<file path="src/rtl/mdu_pkg.sv">
// rtl/mdu_pkg.sv - shared op/state encodings and default sizes for the multiply/divide unit
package mdu_pkg;

  localparam int MDU_WIDTH = 32;
  localparam int MDU_CNT_W = 5;

  typedef enum logic [1:0] {
    OP_MULTU = 2'b00,
    OP_MULT  = 2'b01,
    OP_DIVU  = 2'b10,
    OP_DIV   = 2'b11
  } op_e;

  typedef enum logic [1:0] {
    ST_IDLE = 2'b00,
    ST_CALC = 2'b01,
    ST_DONE = 2'b10
  } state_e;

  function automatic logic op_is_div(input op_e op);
    return (op == OP_DIVU) || (op == OP_DIV);
  endfunction

  function automatic logic op_is_signed(input op_e op);
    return (op == OP_MULT) || (op == OP_DIV);
  endfunction

endpackage

</file>
<file path="src/rtl/mdu_seq_if.sv">
// rtl/mdu_seq_if.sv - start/busy/done request and HI/LO result bundle; div0 present with MDU_DIV0_FLAG_EN
interface mdu_seq_if #(
  parameter int WIDTH = mdu_pkg::MDU_WIDTH
);

  logic             start;
  logic [1:0]       op;
  logic [WIDTH-1:0] a;
  logic [WIDTH-1:0] b;
  logic             ready;
  logic             busy;
  logic             done;
  logic [WIDTH-1:0] hi;
  logic [WIDTH-1:0] lo;
`ifdef MDU_DIV0_FLAG_EN
  logic             div0;
`endif

  modport slave (
    input  start, op, a, b,
    output ready, busy, done, hi, lo
`ifdef MDU_DIV0_FLAG_EN
    , output div0
`endif
  );

  modport master (
    output start, op, a, b,
    input  ready, busy, done, hi, lo
`ifdef MDU_DIV0_FLAG_EN
    , input div0
`endif
  );

endinterface

</file>
<file path="src/rtl/mdu_sign_fix.sv">
// rtl/mdu_sign_fix.sv - operand magnitude extraction and signed result correction
module mdu_sign_fix #(
  parameter int WIDTH = 32
) (
  input  logic [WIDTH-1:0] i_a,
  input  logic [WIDTH-1:0] i_b,
  input  logic             i_signed,
  output logic [WIDTH-1:0] o_mag_a,
  output logic [WIDTH-1:0] o_mag_b,
  output logic             o_sa,
  output logic             o_sb,
  input  logic             i_is_div,
  input  logic             i_neg_main,
  input  logic             i_neg_rem,
  input  logic [WIDTH-1:0] i_hi,
  input  logic [WIDTH-1:0] i_lo,
  output logic [WIDTH-1:0] o_hi,
  output logic [WIDTH-1:0] o_lo
);

  logic [2*WIDTH-1:0] w_prod;
  logic [2*WIDTH-1:0] w_prod_neg;

  assign o_sa    = i_a[WIDTH-1];
  assign o_sb    = i_b[WIDTH-1];
  assign o_mag_a = (i_signed && o_sa) ? (~i_a + 1'b1) : i_a;
  assign o_mag_b = (i_signed && o_sb) ? (~i_b + 1'b1) : i_b;

  assign w_prod     = {i_hi, i_lo};
  assign w_prod_neg = ~w_prod + 1'b1;

  // Product is negated as one 64-bit value; quotient and remainder are corrected independently.
  always_comb begin
    o_hi = i_hi;
    o_lo = i_lo;
    if (!i_is_div) begin
      if (i_neg_main) begin
        o_hi = w_prod_neg[2*WIDTH-1:WIDTH];
        o_lo = w_prod_neg[WIDTH-1:0];
      end
    end else begin
      if (i_neg_main) o_lo = ~i_lo + 1'b1;
      if (i_neg_rem)  o_hi = ~i_hi + 1'b1;
    end
  end

endmodule

</file>
<file path="src/rtl/mdu_seq.sv">
// rtl/mdu_seq.sv - radix-2 iterative MULT/MULTU/DIV/DIVU into HI/LO; MDU_DIV0_FLAG_EN adds fast divide-by-zero with div0 flag
module mdu_seq
  import mdu_pkg::*;
#(
  parameter int WIDTH = MDU_WIDTH,
  parameter int CNT_W = MDU_CNT_W
) (
  input logic       clk,
  input logic       rst,
  mdu_seq_if.slave  bus
);

  state_e           r_state;
  op_e              r_op;
  logic [WIDTH-1:0] r_x;      // multiplicand (mul) or divisor (div), magnitude
  logic [WIDTH-1:0] r_rem;    // product high half (mul) or remainder (div)
  logic [WIDTH-1:0] r_q;      // multiplier/product low half (mul) or dividend/quotient (div)
  logic             r_sa;
  logic             r_sb;
  logic             r_fin;    // all WIDTH steps done; next CALC edge commits HI/LO
  logic [CNT_W-1:0] r_cnt;
  logic             r_ready;
  logic             r_busy;
  logic             r_done;
  logic [WIDTH-1:0] r_hi;
  logic [WIDTH-1:0] r_lo;
`ifdef MDU_DIV0_FLAG_EN
  logic             r_div0;
`endif

  op_e              w_in_op;
  logic [WIDTH-1:0] w_mag_a;
  logic [WIDTH-1:0] w_mag_b;
  logic             w_sa;
  logic             w_sb;
  logic             w_div0_run;
  logic             w_neg_main;
  logic             w_neg_rem;
  logic [WIDTH-1:0] w_fix_hi;
  logic [WIDTH-1:0] w_fix_lo;
  logic [WIDTH:0]   w_mul_sum;
  logic [WIDTH:0]   w_shift;
  logic             w_ge;
  logic [WIDTH-1:0] w_diff;
  logic [WIDTH-1:0] w_rem_n;
  logic [WIDTH-1:0] w_q_n;

  assign w_in_op = op_e'(bus.op);

  // A zero divisor leaves the quotient at all ones unsigned. The remainder fix stays on
  // so a negative dividend's magnitude is turned back into the original HI value.
  assign w_div0_run = op_is_div(r_op) && (r_x == '0);
  assign w_neg_main = op_is_signed(r_op) && (r_sa ^ r_sb) && !w_div0_run;
  assign w_neg_rem  = op_is_div(r_op) && op_is_signed(r_op) && r_sa;

  mdu_sign_fix #(.WIDTH(WIDTH)) u_sign_fix (
    .i_a        (bus.a),
    .i_b        (bus.b),
    .i_signed   (op_is_signed(w_in_op)),
    .o_mag_a    (w_mag_a),
    .o_mag_b    (w_mag_b),
    .o_sa       (w_sa),
    .o_sb       (w_sb),
    .i_is_div   (op_is_div(r_op)),
    .i_neg_main (w_neg_main),
    .i_neg_rem  (w_neg_rem),
    .i_hi       (r_rem),
    .i_lo       (r_q),
    .o_hi       (w_fix_hi),
    .o_lo       (w_fix_lo)
  );

  // One iteration: shift-add for multiply, restoring subtract on a 33-bit partial remainder for divide.
  always_comb begin
    w_mul_sum = {1'b0, r_rem} + (r_q[0] ? {1'b0, r_x} : '0);
    w_shift   = {r_rem, r_q[WIDTH-1]};
    w_ge      = (w_shift >= {1'b0, r_x});
    w_diff    = w_shift[WIDTH-1:0] - r_x;
    w_rem_n   = r_rem;
    w_q_n     = r_q;
    if (!op_is_div(r_op)) begin
      w_rem_n = w_mul_sum[WIDTH:1];
      w_q_n   = {w_mul_sum[0], r_q[WIDTH-1:1]};
    end else if (w_ge) begin
      w_rem_n = w_diff;
      w_q_n   = {r_q[WIDTH-2:0], 1'b1};
    end else begin
      w_rem_n = w_shift[WIDTH-1:0];
      w_q_n   = {r_q[WIDTH-2:0], 1'b0};
    end
  end

  // Control FSM with registered handshake outputs, operand capture and HI/LO commit.
  always_ff @(posedge clk) begin
    if (rst) begin
      r_state <= ST_IDLE;
      r_op    <= OP_MULTU;
      r_x     <= '0;
      r_rem   <= '0;
      r_q     <= '0;
      r_sa    <= 1'b0;
      r_sb    <= 1'b0;
      r_fin   <= 1'b0;
      r_cnt   <= '0;
      r_ready <= 1'b1;
      r_busy  <= 1'b0;
      r_done  <= 1'b0;
      r_hi    <= '0;
      r_lo    <= '0;
`ifdef MDU_DIV0_FLAG_EN
      r_div0  <= 1'b0;
`endif
    end else begin
      case (r_state)
        ST_IDLE, ST_DONE: begin
          r_done <= 1'b0;
`ifdef MDU_DIV0_FLAG_EN
          r_div0 <= 1'b0;
`endif
          if (bus.start) begin
            r_op  <= w_in_op;
            r_sa  <= w_sa;
            r_sb  <= w_sb;
            r_cnt <= '0;
            r_fin <= 1'b0;
            r_rem <= '0;
            r_q   <= op_is_div(w_in_op) ? w_mag_a : w_mag_b;
            r_x   <= op_is_div(w_in_op) ? w_mag_b : w_mag_a;
`ifdef MDU_DIV0_FLAG_EN
            if (op_is_div(w_in_op) && (bus.b == '0)) begin
              r_state <= ST_DONE;
              r_hi    <= bus.a;
              r_lo    <= '1;
              r_done  <= 1'b1;
              r_div0  <= 1'b1;
              r_ready <= 1'b1;
              r_busy  <= 1'b0;
            end else begin
              r_state <= ST_CALC;
              r_ready <= 1'b0;
              r_busy  <= 1'b1;
            end
`else
            r_state <= ST_CALC;
            r_ready <= 1'b0;
            r_busy  <= 1'b1;
`endif
          end else begin
            r_state <= ST_IDLE;
            r_ready <= 1'b1;
            r_busy  <= 1'b0;
          end
        end
        ST_CALC: begin
          if (r_fin) begin
            r_hi    <= w_fix_hi;
            r_lo    <= w_fix_lo;
            r_state <= ST_DONE;
            r_done  <= 1'b1;
            r_busy  <= 1'b0;
            r_ready <= 1'b1;
          end else begin
            r_rem <= w_rem_n;
            r_q   <= w_q_n;
            r_cnt <= r_cnt + 1'b1;
            if (r_cnt == CNT_W'(WIDTH - 1)) r_fin <= 1'b1;
          end
        end
        default: begin
          r_state <= ST_IDLE;
          r_ready <= 1'b1;
          r_busy  <= 1'b0;
          r_done  <= 1'b0;
        end
      endcase
    end
  end

  assign bus.ready = r_ready;
  assign bus.busy  = r_busy;
  assign bus.done  = r_done;
  assign bus.hi    = r_hi;
  assign bus.lo    = r_lo;
`ifdef MDU_DIV0_FLAG_EN
  assign bus.div0  = r_div0;
`endif

endmodule
</file>
<file path="src/flat_wrapper.sv">
// flat-port wrapper written by rule: the top's interface ports become plain ports
module mdu_seq_flat import mdu_pkg::*;
#(
  parameter int WIDTH = MDU_WIDTH,
  parameter int CNT_W = MDU_CNT_W
)
  (clk, rst, bus_start, bus_op, bus_a, bus_b, bus_ready, bus_busy, bus_done, bus_hi, bus_lo);
  mdu_seq_if #(.WIDTH(WIDTH)) bus_i ();
  input logic clk;
  input logic rst;
  input wire logic [$bits(bus_i.start)-1:0] bus_start;
  input wire logic [$bits(bus_i.op)-1:0] bus_op;
  input wire logic [$bits(bus_i.a)-1:0] bus_a;
  input wire logic [$bits(bus_i.b)-1:0] bus_b;
  output wire logic [$bits(bus_i.ready)-1:0] bus_ready;
  output wire logic [$bits(bus_i.busy)-1:0] bus_busy;
  output wire logic [$bits(bus_i.done)-1:0] bus_done;
  output wire logic [$bits(bus_i.hi)-1:0] bus_hi;
  output wire logic [$bits(bus_i.lo)-1:0] bus_lo;
  assign bus_i.start = bus_start;
  assign bus_i.op = bus_op;
  assign bus_i.a = bus_a;
  assign bus_i.b = bus_b;
  assign bus_ready = bus_i.ready;
  assign bus_busy = bus_i.busy;
  assign bus_done = bus_i.done;
  assign bus_hi = bus_i.hi;
  assign bus_lo = bus_i.lo;
  mdu_seq #(.WIDTH(WIDTH), .CNT_W(CNT_W)) u_core (.clk(clk), .rst(rst), .bus(bus_i));
endmodule
</file>
<file path="config.mk">
export PLATFORM = sky130hd
export DESIGN_NAME = mdu_seq_flat
export DESIGN_NICKNAME = d
export VERILOG_FILES = /design/src/rtl/mdu_pkg.sv /design/src/rtl/mdu_seq_if.sv /design/src/rtl/mdu_sign_fix.sv /design/src/rtl/mdu_seq.sv /design/src/flat_wrapper.sv
export SDC_FILE = /design/constraint.sdc
export NUM_CORES = 1
export LEC_CHECK = 0
export ABC_AREA = 0
export BUFFER_PORTS_ARGS = -buffer_cell sky130_fd_sc_hd__buf_2
export CAP_MARGIN = 10
export CORE_UTILIZATION = 60
export DETAILED_ROUTE_END_ITERATION = 10
export PLACE_DENSITY_LB_ADDON = 0.1
export REMOVE_ABC_BUFFERS = 1
export SETUP_SLACK_MARGIN = 0.2
export SYNTH_ARGS = -nofsm -noshare
export SYNTH_HDL_FRONTEND = slang
export SYNTH_SLANG_ARGS = --single-unit
</file>
<file path="constraint.sdc">
create_clock -name clk -period 4.7 [get_ports clk]
set_input_delay 0.705 -clock clk [delete_from_list [all_inputs] [get_ports clk]]
set_output_delay 0.705 -clock clk [all_outputs]
set_load 0.005 [all_outputs]
</file>
== Yosys cells after proc, flatten, opt, wreduce, memory -nomap -nowiden ==
Index checks and enable logic that the tools add are counted.
Storage, ports and cells
  flip-flop bits (word level): 175
  bits in latches: 0
  RAM bits: 0
  ROM bits: 0
  output and inout bits: 67
  memories kept: 0
Operators by class
  add/sub/neg operators: 8
  $mul: 0
  div/mod/pow operators: 0
  $lt $le $gt $ge: 1
  eq/ne operators: 12
  shifts and indexed selects: 0
  mux-type cells: 37
  bitwise gates (word level): 7
  reduce and logical (&&, ||, !) cells: 21
Operators with widths (number)
  $mux W32: 18
  $add A32 B1 Y32 const B: 4
  $not A32 Y32: 4
  $pmux W32 S2: 2
  $add A64 B1 Y64 const B: 1
  $not A64 Y64: 1
  $add A32 B33 Y33: 1
  $ge A33 B32 Y1: 1
  $logic_not A32 Y1: 1
  $sub A32 B32 Y32: 1
  $eq A2 B2 Y1 const B: 5
  $mux W5: 2
  $pmux W5 S2: 1
  $mux W1: 9
  $logic_and A1 B1 Y1: 7
  $eq A2 B1 Y1 const B: 3
  $pmux W1 S2: 3
  $reduce_and A2 Y1: 3
  $add A5 B1 Y5 const B: 1
  $eq A5 B5 Y1 const B: 1
  $logic_or A1 B1 Y1: 4
  $ne A2 B2 Y1 const B: 2
  $pmux W2 S2: 1
  $reduce_or A2 Y1: 2
  other kinds (8): 8

== Depth between registers and ports, before layout ==
  depth in word-level cells: 7
  gate-level depth with buffers: 14
  gate-level depth less buffers: 13

== By module ==
A second synthesis with hierarchy kept.
Unflattened totals
  cells, all modules: 1928
  area total of the unflattened synthesis: 14358.8 µm²
Modules (own cells, without submodules)
  mdu_seq: times used 1, cells each 1447, area each 11279.6 µm², seq. area each 3483.3 µm²
  mdu_sign_fix: times used 1, cells each 481, area each 3079.2 µm², seq. area each 0.0 µm²

== Least setup slack after synthesis ==
Ideal clock, no wire load.
  path type: reg-to-reg
  start: register u_core.r_q[12]
  end: register u_core.r_hi[12] (netlist: u_core.bus.hi[12])
  setup time: 0.086 ns
  data arrival time: 3.047 ns
  setup slack: 1.567 ns
  stages on the path, launching flop included: 10
  clock period less this slack: 3.133 ns
  cells stage by stage: dfxtp_1 -> buf_6 -> or4_4 -> nor4_4 -> or3b_4 -> or3b_4 -> o31a_4 -> o41ai_2 -> xor2_1 -> a211oi_1
On the way
  longest elaborated chain between the ends: 4
RTL lines
  start, declared: line mdu_seq.sv:17  | logic [WIDTH-1:0] r_q;
  start signal, assigned: line mdu_seq.sv:127  | r_q <= op_is_div(w_in_op) ? w_mag_a : w_mag_b;
  start signal, assigned: line mdu_seq.sv:164  | r_q <= w_q_n;
  $not A64 Y64: line mdu_sign_fix.sv:30  | assign w_prod_neg = ~w_prod + 1'b1;
  $add A64 B1 Y64: line mdu_sign_fix.sv:30
  $mux W32: line mdu_sign_fix.sv:37  | if (i_neg_main) begin
  $mux W32: line mdu_sign_fix.sv:36  | if (!i_is_div) begin
  end signal, assigned: line mdu_seq.sv:156  | r_hi <= w_fix_hi;
  end, declared: line mdu_seq.sv:25  | logic [WIDTH-1:0] r_hi;
No other way between the ends.
A chain may end at the register's enable or synchronous reset.

== Final worst setup path ==
  start: register u_core.r_q[5]
  end: register u_core.r_hi[9] (netlist: u_core.bus.hi[9])
Same word-level chain as after synthesis.

==> out/qor.csv <==
stage;metric;value;unit
run_status;run status;complete, no violations;
yosys;Post-synth EDFFs;0;
grt;GR Overflow Total;0;
power;Cell Pwr Density;283;nW/um^2
setup_path;cell family with most CP delay;simple AND/OR/NAND/NOR gates;
power;Worst VDD drop;227;uV
final_layout;Area Overhead vs Synth;10.4;%
grt;largest net degree at the start of global routing;111;
sta;FMAX;0.247;GHz
sta;RSZ-0062 raised after global routing;no;
cts;hold_buf cts;0;
cts;clock tree buffer depth;2;
yosys;count of cell types in the netlist;74;
yosys;area share of the largest cell type after synthesis;25.1;%
drt;vias;14530;
drt;WL final;46600;um
floorplan;Std-Cell Rows;55;
floorplan;# IOs;136;
yosys;cell with the most instances after synthesis;nor2_1;
yosys;Syn Inst Count;1876;
yosys;sequential area share after synthesis;25.1;%
setup_path;worst-path fanout max;11;
yosys;Yosys reg bits;174;
sta;relative slew slack;20.3;%
sta;fin crit period;4.05;ns
final_layout;share of layout cells above drive strength 1;11.1;%
drt;Antenna Nets Post-Route;0;
flow_run;max-cap viol count;0;
drt;TritonRoute pass-1 iters;5;
sta;Hold Vio Cnt, Final;0;
cts;clock sink count;174;
power;Leak;6.22;nW
setup_path;CP required;4.97;ns
place;port bufs;135;
final_layout;Layout Utilization;67.6;%
sta;worst slew pin tran;1.19;ns
place;cell area after placement;14700;um^2
setup_path;Worst path max stage delay;0.90;ns
setup_path;slowest cell on the critical path;nor3_1;
floorplan;Die X-Extent;154;um
cts;setup repair bufs after CTS;0;
final_layout;Filler cells;2048;
yosys;Post-synth top cells;nor2_1, nand2_1, dfxtp_1;
cts;Clock Pin Slew Worst Setup and Hold Paths;0.07;ns
yosys;Synth area leaders;dfxtp_1, nor2_1, ha_1;
cts;CTS H-tree depth;4;
setup_path;crit path kind;reg2reg;
cts;CTS Buf Count;17;
setup_path;Setup crit end kind;flip-flop;
grt;global-route wire length before repair;72200;um
yosys;asr flop ratio synth;0;%
floorplan;core area;22600;um^2
yosys;synthesized cell area;13900;um^2
final_layout;final instance area;15300;um^2
sta;# setup viols final;0;
drt;Iter 0 DRT Violations;1499;
place;DP HPWL;34800;um
sta;final hold slack;0.450;ns
sta;Period Utilization, post-route;86.2;%
yosys;Synth Area per Inst;7.40;um^2
sta;Setup TNS Final;0;ns
drt;WL/cell;20.8;um
place;Final GP Congestion;0.982;
setup_path;critical-path cell list;or4_1 > nor3_1 > nand4b_1 > nor3_1 > nor3_1 > o41ai_1 > xor2_1 > a211oi_1;
setup_path;Worst Path Arrival;4.33;ns
yosys;Main synth FF type;dfxtp_1;
floorplan;Die H;154;um
drt;via/cell ratio;6.48;
cts;number of gates resized after CTS;0;
floorplan;die area;23700;um^2
yosys;top cell type by total area after synthesis;dfxtp_1;
setup_path;crit-path most repeated cell;nor3_1;
sta;clk_skew;0.0131;ns
yosys;warnings from Yosys;0;
cts;CTS tree;yes;
cts;worst skew pair latency;0.45;ns
sta;fin. max-slew vios;0;
final_layout;NumNets Final;2083;
setup_path;startpoint types;flip-flop;
cts;clock root cell;clkbuf_16;
worst_hold_path;worst hold path class;reg2reg;
drt;DRC;0;
grt;initial antenna violation count;1;
grt;GRT Overall Usage;38.8;%
grt;vias in the first global route;13111;
floorplan;Initial Util;61.3;%
setup_path;crit path buf inv count;0;
[final timing paths]
kind | from | endpoint | slack, ns | cells past startpoint
worst max-delay path | u_core.r_q[5] | u_core.bus.hi[9] | 0.65 | 8
worst min-delay path | u_core.bus.hi[3] | u_core.bus.hi[3] | 0.45 | 2
worst max register to register | u_core.r_q[5] | u_core.bus.hi[9] | 0.65 | 8
worst min register to register | u_core.bus.hi[3] | u_core.bus.hi[3] | 0.45 | 2
[final cells by class]
type                    instances  area [um^2]  area share, %
multi-input cells            1530         9770           63.8
flip-flops and latches        174         3480           22.8
repair buffers                159          871           5.69
clock buffers                  17          425           2.78
well taps                     285          357           2.33
inverters                      60          225           1.47
clock inverters                15          184           1.20
diodes                          1         2.50         0.0163
[where the power goes]
group          internal, mW  switching [mW]
clock                 0.725           0.764
combinational         0.452           0.744
sequential             1.54           0.106
total                  2.71            1.61
[cell families after synthesis]
family,share of synthesized area (%)
muxes,5.81
and+or+nand+nor,21.8
adders and majority gates,6.60
buffers and inverters,4.78
DFF,25.1
xor gates and xnor gates,10.8
AOI/OAI and AO/OA,25.2
[stage by stage]
stage          total power [mW]  std cells  setup WS (ns)
6_report                   4.33       2241          0.646
5_1_grt                    4.49       2240          0.602
4_1_cts                    4.29       2240          0.827
3_5_place_dp               2.83       2208          0.869
3_3_place_gp               2.82       2208          0.848
2_1_floorplan              2.44       1764          0.180
[flip-flops by register name, indices dropped and copies added, names as in the netlist]
signal            count
u_core.bus.done       1
u_core.r_rem         32
u_core.bus.hi        32
u_core.bus.busy       1
u_core.r_op           2
u_core.r_cnt          5
u_core.r_fin          1
u_core.bus.ready      1
u_core.r_sb           1
u_core.r_sa           1
u_core.r_x           32
u_core.r_state        1
u_core.r_q           32
u_core.bus.lo        32
[per-layer routing]
metal	GRT usage, %	part of all wire (%)	vias to the layer above
li1	-	-	6906
met4	13.3	2.8	0
met1	54.3	43	6719
met5	0	0	-
met3	8.88	12	105
met2	58.1	42	800
[worst register-to-register path, cell delays in order (launching register included)]
cell      delay, ns
dfxtp_1        0.42
or4_1          0.64
nor3_1         0.90
nand4b_1       0.47
nor3_1         0.47
nor3_1         0.29
o41ai_1        0.41
xor2_1         0.20
a211oi_1       0.09
[cell usage in the layout, fill, tap and decap left out, types with 55 or more instances in the layout]
cell type and n:
nor2_1 247, nand2_1 189, dfxtp_1 173, a21oi_1 168, buf_2 134, o21ai_0 119, xnor2_1 90, xor2_1 81
a211oi_1 75, mux2i_1 75, ha_1 70, inv_1 59, nor3_1 55
(Power assumes the default switching activity.)
